==> src/rtl/eyeriss_pe_pkg.sv <==
// Shared definitions for the Eyeriss PE feeder blocks: feeder FSM state
// encoding, lane count of a packed filter word, and pixel-counter sizing.
package eyeriss_pe_pkg;

    typedef enum logic [1:0] {
        FEED_IDLE = 2'd0,
        FEED_FILL = 2'd1,
        FEED_PUSH = 2'd2,
        FEED_DONE = 2'd3
    } feeder_state_t;

    // Pixels per packed filter word (64-bit word / 16-bit pixel).
    localparam int LANES = 4;

    // Smallest counter width able to hold the largest S*p*q product.
    function automatic int calc_cnt_width(input int s_w, input int p_w, input int q_w);
        longint max_total;
        int     bits;
        max_total = ((longint'(1) << s_w) - 1) *
                    ((longint'(1) << p_w) - 1) *
                    ((longint'(1) << q_w) - 1);
        bits = 1;
        for (int b = 1; b < 62; b++) begin
            if ((longint'(1) << b) <= max_total) begin
                bits = b + 1;
            end
        end
        return bits;
    endfunction

endpackage

==> src/rtl/filter_lane_packer.sv <==
// Filter lane packer: collects pixels into one packed word, lane 0 in the
// least significant slice. Unwritten lanes stay zero until the next clear.
module filter_lane_packer
    import eyeriss_pe_pkg::*;
#(
    parameter int DATA_WIDTH = 16,
    parameter int NUM_LANES  = LANES
) (
    input  logic                            clk,
    input  logic                            reset,
    input  logic                            clear,
    input  logic                            wr_en,
    input  logic [DATA_WIDTH-1:0]           pixel,
    output logic [DATA_WIDTH*NUM_LANES-1:0] word,
    output logic                            last_lane
);

    localparam int LANE_W = $clog2(NUM_LANES + 1);

    logic [LANE_W-1:0] lane;

    // Word register and lane index; clear wins over a write in the same cycle.
    always_ff @(posedge clk or negedge reset) begin
        if (!reset) begin
            word <= '0;
            lane <= '0;
        end else if (clear) begin
            word <= '0;
            lane <= '0;
        end else if (wr_en) begin
            for (int i = 0; i < NUM_LANES; i++) begin
                if (lane == LANE_W'(i)) begin
                    word[i*DATA_WIDTH +: DATA_WIDTH] <= pixel;
                end
            end
            lane <= lane + 1'b1;
        end
    end

    // The next accepted pixel completes the word.
    always_comb begin
        last_lane = (lane == LANE_W'(NUM_LANES - 1));
    end

endmodule

==> src/rtl/pe_filter_feeder.sv <==
// PE filter FIFO feeder: packs S*p*q upstream filter pixels into 64-bit
// words and pushes them into one PE's filter FIFO, stalling on full.
// Optional build macro FEEDER_STATS_EN adds a saturating stall_cycles count
// of PUSH cycles spent waiting on a full FIFO.
//
// state | meaning
// ------+--------------------------------------------------------------
// IDLE  | waiting for start; S*p*q latched when start is accepted
// FILL  | accepting pixels into the word until 4 lanes or pass end
// PUSH  | presenting the word; holds while the FIFO reports full
// DONE  | one-cycle done pulse, then back to IDLE
module pe_filter_feeder
    import eyeriss_pe_pkg::*;
#(
    parameter int DATA_WIDTH        = 16,
    parameter int DATA_WIDTH_FILTER = 64,
    parameter int S_WIDTH           = 5,
    parameter int p_WIDTH           = 5,
    parameter int q_WIDTH           = 3,
    parameter int CNT_WIDTH         = calc_cnt_width(S_WIDTH, p_WIDTH, q_WIDTH)
) (
    input  logic                         clk,
    input  logic                         reset,
    input  logic                         start,
    input  logic [S_WIDTH-1:0]           S,
    input  logic [p_WIDTH-1:0]           p,
    input  logic [q_WIDTH-1:0]           q,
    output logic                         busy,
    output logic                         done,
    input  logic [DATA_WIDTH-1:0]        in_pixel,
    input  logic                         in_valid,
    output logic                         in_ready,
`ifdef FEEDER_STATS_EN
    output logic [15:0]                  stall_cycles,
`endif
    output logic [DATA_WIDTH_FILTER-1:0] filter,
    output logic                         push_filter,
    input  logic                         filter_fifo_full
);

    feeder_state_t          state;
    feeder_state_t          state_next;
    logic [CNT_WIDTH-1:0]   total;
    logic [CNT_WIDTH-1:0]   remaining;
    logic                   start_ok;
    logic                   accept;
    logic                   transfer;
    logic                   pack_clear;
    logic                   last_lane;

    // Pass size, handshake qualifiers and packer control.
    always_comb begin
        total      = CNT_WIDTH'(S) * CNT_WIDTH'(p) * CNT_WIDTH'(q);
        start_ok   = (state == FEED_IDLE) && start;
        accept     = (state == FEED_FILL) && in_valid;
        transfer   = (state == FEED_PUSH) && !filter_fifo_full;
        pack_clear = transfer || start_ok;
    end

    filter_lane_packer #(
        .DATA_WIDTH (DATA_WIDTH),
        .NUM_LANES  (DATA_WIDTH_FILTER / DATA_WIDTH)
    ) u_packer (
        .clk       (clk),
        .reset     (reset),
        .clear     (pack_clear),
        .wr_en     (accept),
        .pixel     (in_pixel),
        .word      (filter),
        .last_lane (last_lane)
    );

    // State register.
    always_ff @(posedge clk or negedge reset) begin
        if (!reset) begin
            state <= FEED_IDLE;
        end else begin
            state <= state_next;
        end
    end

    // Pixels still owed in this pass; loaded on start, one less per accepted beat.
    always_ff @(posedge clk or negedge reset) begin
        if (!reset) begin
            remaining <= '0;
        end else if (start_ok) begin
            remaining <= total;
        end else if (accept) begin
            remaining <= remaining - 1'b1;
        end
    end

    // Next-state and handshake outputs.
    always_comb begin
        state_next  = state;
        busy        = 1'b0;
        done        = 1'b0;
        in_ready    = 1'b0;
        push_filter = 1'b0;
        case (state)
            FEED_IDLE: begin
                if (start) begin
                    state_next = (total == '0) ? FEED_DONE : FEED_FILL;
                end
            end
            FEED_FILL: begin
                busy     = 1'b1;
                in_ready = 1'b1;
                if (in_valid && (last_lane || remaining == CNT_WIDTH'(1))) begin
                    state_next = FEED_PUSH;
                end
            end
            FEED_PUSH: begin
                busy        = 1'b1;
                push_filter = !filter_fifo_full;
                if (!filter_fifo_full) begin
                    state_next = (remaining == '0) ? FEED_DONE : FEED_FILL;
                end
            end
            FEED_DONE: begin
                done       = 1'b1;
                state_next = FEED_IDLE;
            end
            default: begin
                state_next = FEED_IDLE;
            end
        endcase
    end

`ifdef FEEDER_STATS_EN
    // Saturating count of PUSH cycles blocked by a full FIFO.
    always_ff @(posedge clk or negedge reset) begin
        if (!reset) begin
            stall_cycles <= '0;
        end else if (start_ok) begin
            stall_cycles <= '0;
        end else if ((state == FEED_PUSH) && filter_fifo_full && (stall_cycles != 16'hFFFF)) begin
            stall_cycles <= stall_cycles + 1'b1;
        end
    end
`endif

endmodule

==> config.mk <==
export PLATFORM = sky130hd
export DESIGN_NAME = pe_filter_feeder
export DESIGN_NICKNAME = d
export VERILOG_FILES = /design/src/rtl/eyeriss_pe_pkg.sv /design/src/rtl/filter_lane_packer.sv /design/src/rtl/pe_filter_feeder.sv
export SDC_FILE = /design/constraint.sdc
export NUM_CORES = 1
export LEC_CHECK = 0
export CAP_MARGIN = 10
export CORE_MARGIN = 4
export CORE_UTILIZATION = 52
export CTS_CLUSTER_DIAMETER = 100
export DETAILED_ROUTE_END_ITERATION = 10
export GPL_ROUTABILITY_DRIVEN = 1
export PLACE_DENSITY = 0.89
export SLEW_MARGIN = 20
export SYNTH_ARGS = -nofsm -noshare
export SYNTH_HDL_FRONTEND = slang
export SYNTH_SLANG_ARGS = --single-unit
==> constraint.sdc <==
create_clock -name clk -period 2.75 [get_ports clk]
set_input_delay 0.275 -clock clk [delete_from_list [all_inputs] [get_ports clk]]
set_output_delay 0.275 -clock clk [all_outputs]
set_load 0.01 [all_outputs]
Yosys cells after proc, flatten, opt, wreduce, memory -nomap -nowiden
Index checks and enable logic that the tools add are counted.
Widths: inputs -> output; s select.
- register bits after elaboration: 82
- logic and storage cells: 64
- add/subtract/negate cells: 2
- multiply operators: 2
- equal/unequal tests: 10
- muxes and demuxes: 20
- reduce and logical (&&, ||, !) cells: 23
- operator list (cell ; count):
    $mux 64 ; 2
    $mux 16 ; 4
    $logic_not 13->1 ; 2
    $mux 13 ; 2
    $eq 13x1->1 const B ; 1
    $mul 10x3->13 ; 1
    $sub 13x1->13 const B ; 1
    $reduce_bool 2->1 ; 6
    $mul 5x5->10 ; 1
    $mux 2 ; 5
    $pmux 2 s4 ; 1
    $reduce_and 2->1 ; 4
    $eq 3x2->1 const B ; 2
    $mux 3 ; 2
    $eq 2x2->1 const B ; 2
    $logic_and 1x1->1 ; 4
    $mux 1 ; 4
    $ne 2x2->1 const B ; 2
    $add 3x1->3 const B ; 1
    $eq 3x1->1 const B ; 1
    $logic_not 3->1 ; 1
    $reduce_and 3->1 ; 1
    $eq 2x1->1 const B ; 1
    $logic_not 2->1 ; 1
    4 further kinds ; 5

Longest topological paths before layout
- word-level depth: 6
- depth in mapped cells: 22

By module
From an unflattened synthesis, not the netlist that was laid out.
- cell total of the unflattened synthesis: 572
- area, all modules: 5642.9 um^2
- by module, submodules not included (module ; instances ; cells an instance ; area each (um^2) ; seq. area each (um^2)):
    filter_lane_packer ; 1 ; 268 ; 3161.8 ; 1676.6
    pe_filter_feeder ; 1 ; 304 ; 2481.1 ; 375.4

Worst setup path before layout
Ideal clock, no wire load.
- kind: input port to flip-flop
- from: input p[4]
- to: register state[1]
- setup time: 92 ps
- arrival time: 5630 ps
- path slack: -2972 ps
- stages on the path: 20
- path buffers: 0
- path through: nand2_1 -> fa_1 -> fa_1 -> inv_1 -> fa_1 -> ha_1 -> a21oi_1 -> o21bai_1 -> a2111oi_0 -> or3_1 -> mux2_2 -> fa_1 -> inv_1 -> ha_1 -> a21oi_1 -> o21ai_1 -> or4b_1 -> a2111oi_4 -> o2111ai_1 -> o31ai_2
- word-level cells in the longest chain between the ends: 6
- ends and longest elaborated chain (item ; line ; RTL):
    start, declared ; pe_filter_feeder.sv:26 ; input logic [p_WIDTH-1:0] p,
    $mul 5x5->10 ; pe_filter_feeder.sv:53 ; total = CNT_WIDTH'(S) * CNT_WIDTH'(p) * CNT_WIDTH'(q);
    $mul 10x3->13 ; pe_filter_feeder.sv:53 ;
    $logic_not 13->1 ; pe_filter_feeder.sv:103 ; state_next = (total == '0) ? FEED_DONE : FEED_FILL;
    $mux 2 ; pe_filter_feeder.sv:103 ;
    $mux 2 ; pe_filter_feeder.sv:102 ; if (start) begin
    $pmux 2 s4 ; pe_filter_feeder.sv:100 ; case (state)
    end signal, assigned ; pe_filter_feeder.sv:78 ; state <= state_next;
    end, declared ; pe_filter_feeder.sv:41 ; feeder_state_t state;
Every way passes these cells. The select of a mux whose other input is x is not followed.
A chain may end at the register's enable or synchronous reset.

Final worst setup path
- from: input S[2]
- to: register state[1]
- word-level cells in the longest chain between the ends: 6
- ends and longest elaborated chain (item ; line ; RTL):
    start, declared ; pe_filter_feeder.sv:25 ; input logic [S_WIDTH-1:0] S,
    $mul 5x5->10 ; pe_filter_feeder.sv:53 ;
    $mul 10x3->13 ; pe_filter_feeder.sv:53 ;
    $logic_not 13->1 ; pe_filter_feeder.sv:103 ;
    $mux 2 ; pe_filter_feeder.sv:103 ;
    $mux 2 ; pe_filter_feeder.sv:102 ;
    $pmux 2 s4 ; pe_filter_feeder.sv:100 ;
Every way passes these cells. The select of a mux whose other input is x is not followed.

==> flow_summary.toml <==
[routing]
detail-route-antenna-nets = 0
wl_per_cell_um = 19.3
viasPerCell = 5.70
vias = 4933
drc = 0
drt_first_pass_iters = 5
drt_iter0_drc = 315
wl_um = 16700

[floorplan]
num_rows = 35
die_h_um = 107
core_area_sq_um = 9370
initial_utilization = 0.544
die_x_um = 107
ios = 102
dieArea_sq_um = 11400

[final_layout]
post-route-util = 0.803
syn_to_final_growth_pct = 47.6
drive_gt1_frac = 0.226
nFillCells = 545
final_area_sq_um = 7520
nNetsFinal = 825
antennaDiodeCount = 0

[worst_setup_path]
crit_path_end_kind = "register"
crit_type = "in -> reg"
cpPeakStageDelay_ps = 530
worstPathCellList = "buf_8, nand2_8, fa_1, fa_1, inv_1, fa_1, ha_4, buf_4, a21o_1, a21oi_2, o21bai_1, a21oi_2, xnor2_2, nand2_1, fa_1, inv_1, ha_1, a21oi_4, o21ai_2, or4b_4, a2111oi_4, o2111ai_2, o31ai_2"
worst_path_max_delay_cell = "fa_1"
critPathMostFrequentCell = "fa_1"
path_max_fanout = 3
required_ps = 3020
startpoint_type = "input port"
cp.arrival_ps = 5470

[sta]
rsz0062_at_grt = "yes"
setup_ws_ps = -2450
relSlewSlack = 0.557
hold_viol = 0
maxSlewViolCount = 0
period_minus_slack_ps = 5200
worstMarginPinSlew_ps = 665
fin_skew_ps = 15.8
report.final.setup_viol = 11
period_share = 1.89
fmax_mhz = 192

[synthesis]
yosysSeqAreaShare = 0.403
synth_ff_type = "dfrtp_1"
syn_inst = 568
ys_seq_elements = 82
synth_common_cells = "nand2_1 (144), dfrtp_1 (82), ha_1 (42), o21ai_0 (42)"
yosysUniqueCellTypes = 47
synth_most_common_cell = "nand2_1"
ys_async_sr_fraction = 1.00
synth_edf_count = 0
synth_area_leaders = "dfrtp_1 (40%), nand2_1 (11%), ha_1 (10%), fa_1 (7.1%), o21ai_0 (4.1%)"
synth_top_cell_area_share = 0.403
avgSynthCellArea_sq_um = 8.97
syn-cell-area_sq_um = 5100
synth_nets = 662
ys_warn_count = 0
yosysTopAreaCell = "dfrtp_1"

[global_route]
grt_pass1_wl_um = 26300
antenna_found_initial = 0
overflow = 0
grt_pass1_vias = 5284
grt_max_degree = 83
grt_usage = 0.293

[clocking]
cts_made_buffers = 9
cts_tree = "done"
clock_tree.buffer_depth = 2
clkSinkCount = 82
insertion_delay_ps = 360
clkTransAtPathRegs_ps = 90
root_buffer = "clkbuf_8"
htreeDepth = 3

[job]
cap_violations = 0

[place]
dpl_cell_area_sq_um = 6860
place.gp.congestion = 0.825
port_buffers = 101
dp_hpwl_um = 11000

[min_path]
hold_path_class = "in -> async"

[outcome]
status = "complete, but fails checks"
violations = "negative setup slack"

[pwr]
ir_drop_mv = 0.558
pwr_density_cell_nw_per_um2 = 1050
p_total_w = 0.00787
leakage_nw = 3.45
[logic make-up after synthesis]
family	after synthesis	synth area share
flops	82	0.403
buf+inv	59	0.0439
mux	7	0.0145
fa+ha+maj	60	0.174
xor+xnor	23	0.0395
compound gates	115	0.133
simple gates	222	0.193
[cell type report]
type / count / area [sq um] / share of cell area
Inverter: 36 / 135 / 0.0180
Tap cell: 129 / 161 / 0.0215
Sequential cell: 82 / 2050 / 0.273
Clock inverter: 7 / 128 / 0.0170
Clock buffer: 9 / 124 / 0.0165
Timing Repair Buffer: 175 / 1620 / 0.216
Multi-Input combinational cell: 427 / 3300 / 0.439
[stage by stage]
step                      setup slack [ps]  hold WS [ps]  std cells  TNS [ps]
after floorplan                      -2530         -20.6        568    -16610
after global placement               -3180           461        837    -27430
after detailed placement             -3280           472        837    -28640
after CTS                            -2350           105        863    -17770
after global routing                 -2600           456        865    -20080
final                                -2450           450        865    -18910
[worst max-delay path, delay by kind of cell]
| kind | cells | cell delay (ps) |
|---|---|---|
| buf+inv | 4 | 320 |
| xor+xnor | 1 | 170 |
| fa+ha+maj | 6 | 2470 |
| compound gates | 9 | 1550 |
| simple gates | 3 | 680 |
[state kept, by name, indices dropped and copies added (netlist names)]
register / count
u_packer.word: 64
remaining: 13
u_packer.lane: 3
state: 2
[power by group]
part	total, W	leakage [nW]	switching [W]	internal (W)
logic	0.00474	2.27	0.00247	0.00227
registers	0.00202	1.05	0.000356	0.00167
clock network	0.00111	0.127	0.000491	0.000620
[cells in the final DEF (no fill, tap or decap), types with 25 or more instances in the layout]
| cell | Yosys | final |
|---|---|---|
| nand2_1 | 144 | 140 |
| clkdlybuf4s50_1 | 0 | 92 |
| dfrtp_1 | 82 | 82 |
| buf_4 | 0 | 68 |
| o21ai_0 | 42 | 40 |
| inv_1 | 36 | 32 |
| ha_1 | 42 | 30 |
| a21oi_1 | 36 | 25 |
[worst paths after layout]
check / from / to / slack, ps / cells after the start
min: reset / u_packer.word[12] / 450 / 2
max in group asynchronous: reset / u_packer.word[16] / 1690 / 3
max: S[2] / state[1] / -2450 / 23
min in group clk: S[0] / remaining[0] / 450 / 4
max reg2reg: state[1] / remaining[7] / 430 / 7
min reg2reg: u_packer.word[0] / u_packer.word[0] / 490 / 2
[repair_timing]
action | CTS | global route
pin swaps | 34 | 19
cloned | 0 | 0
hold endpoints to repair | 0 | 41
buffers inserted | 10 | 0
hold buffers | 0 | 1
setup endpoints to repair | 12 | 12
resized for setup | 75 | 12
[routing by layer]
metal / global-route usage / share of wire / up-vias
met5: 0 / 0 / -
met4: 0.135 / 0.041 / 0
met3: 0.0638 / 0.068 / 63
met2: 0.541 / 0.53 / 257
met1: 0.318 / 0.36 / 2399
li1: - / - / 2214
Power figures use the tool's default switching activity.
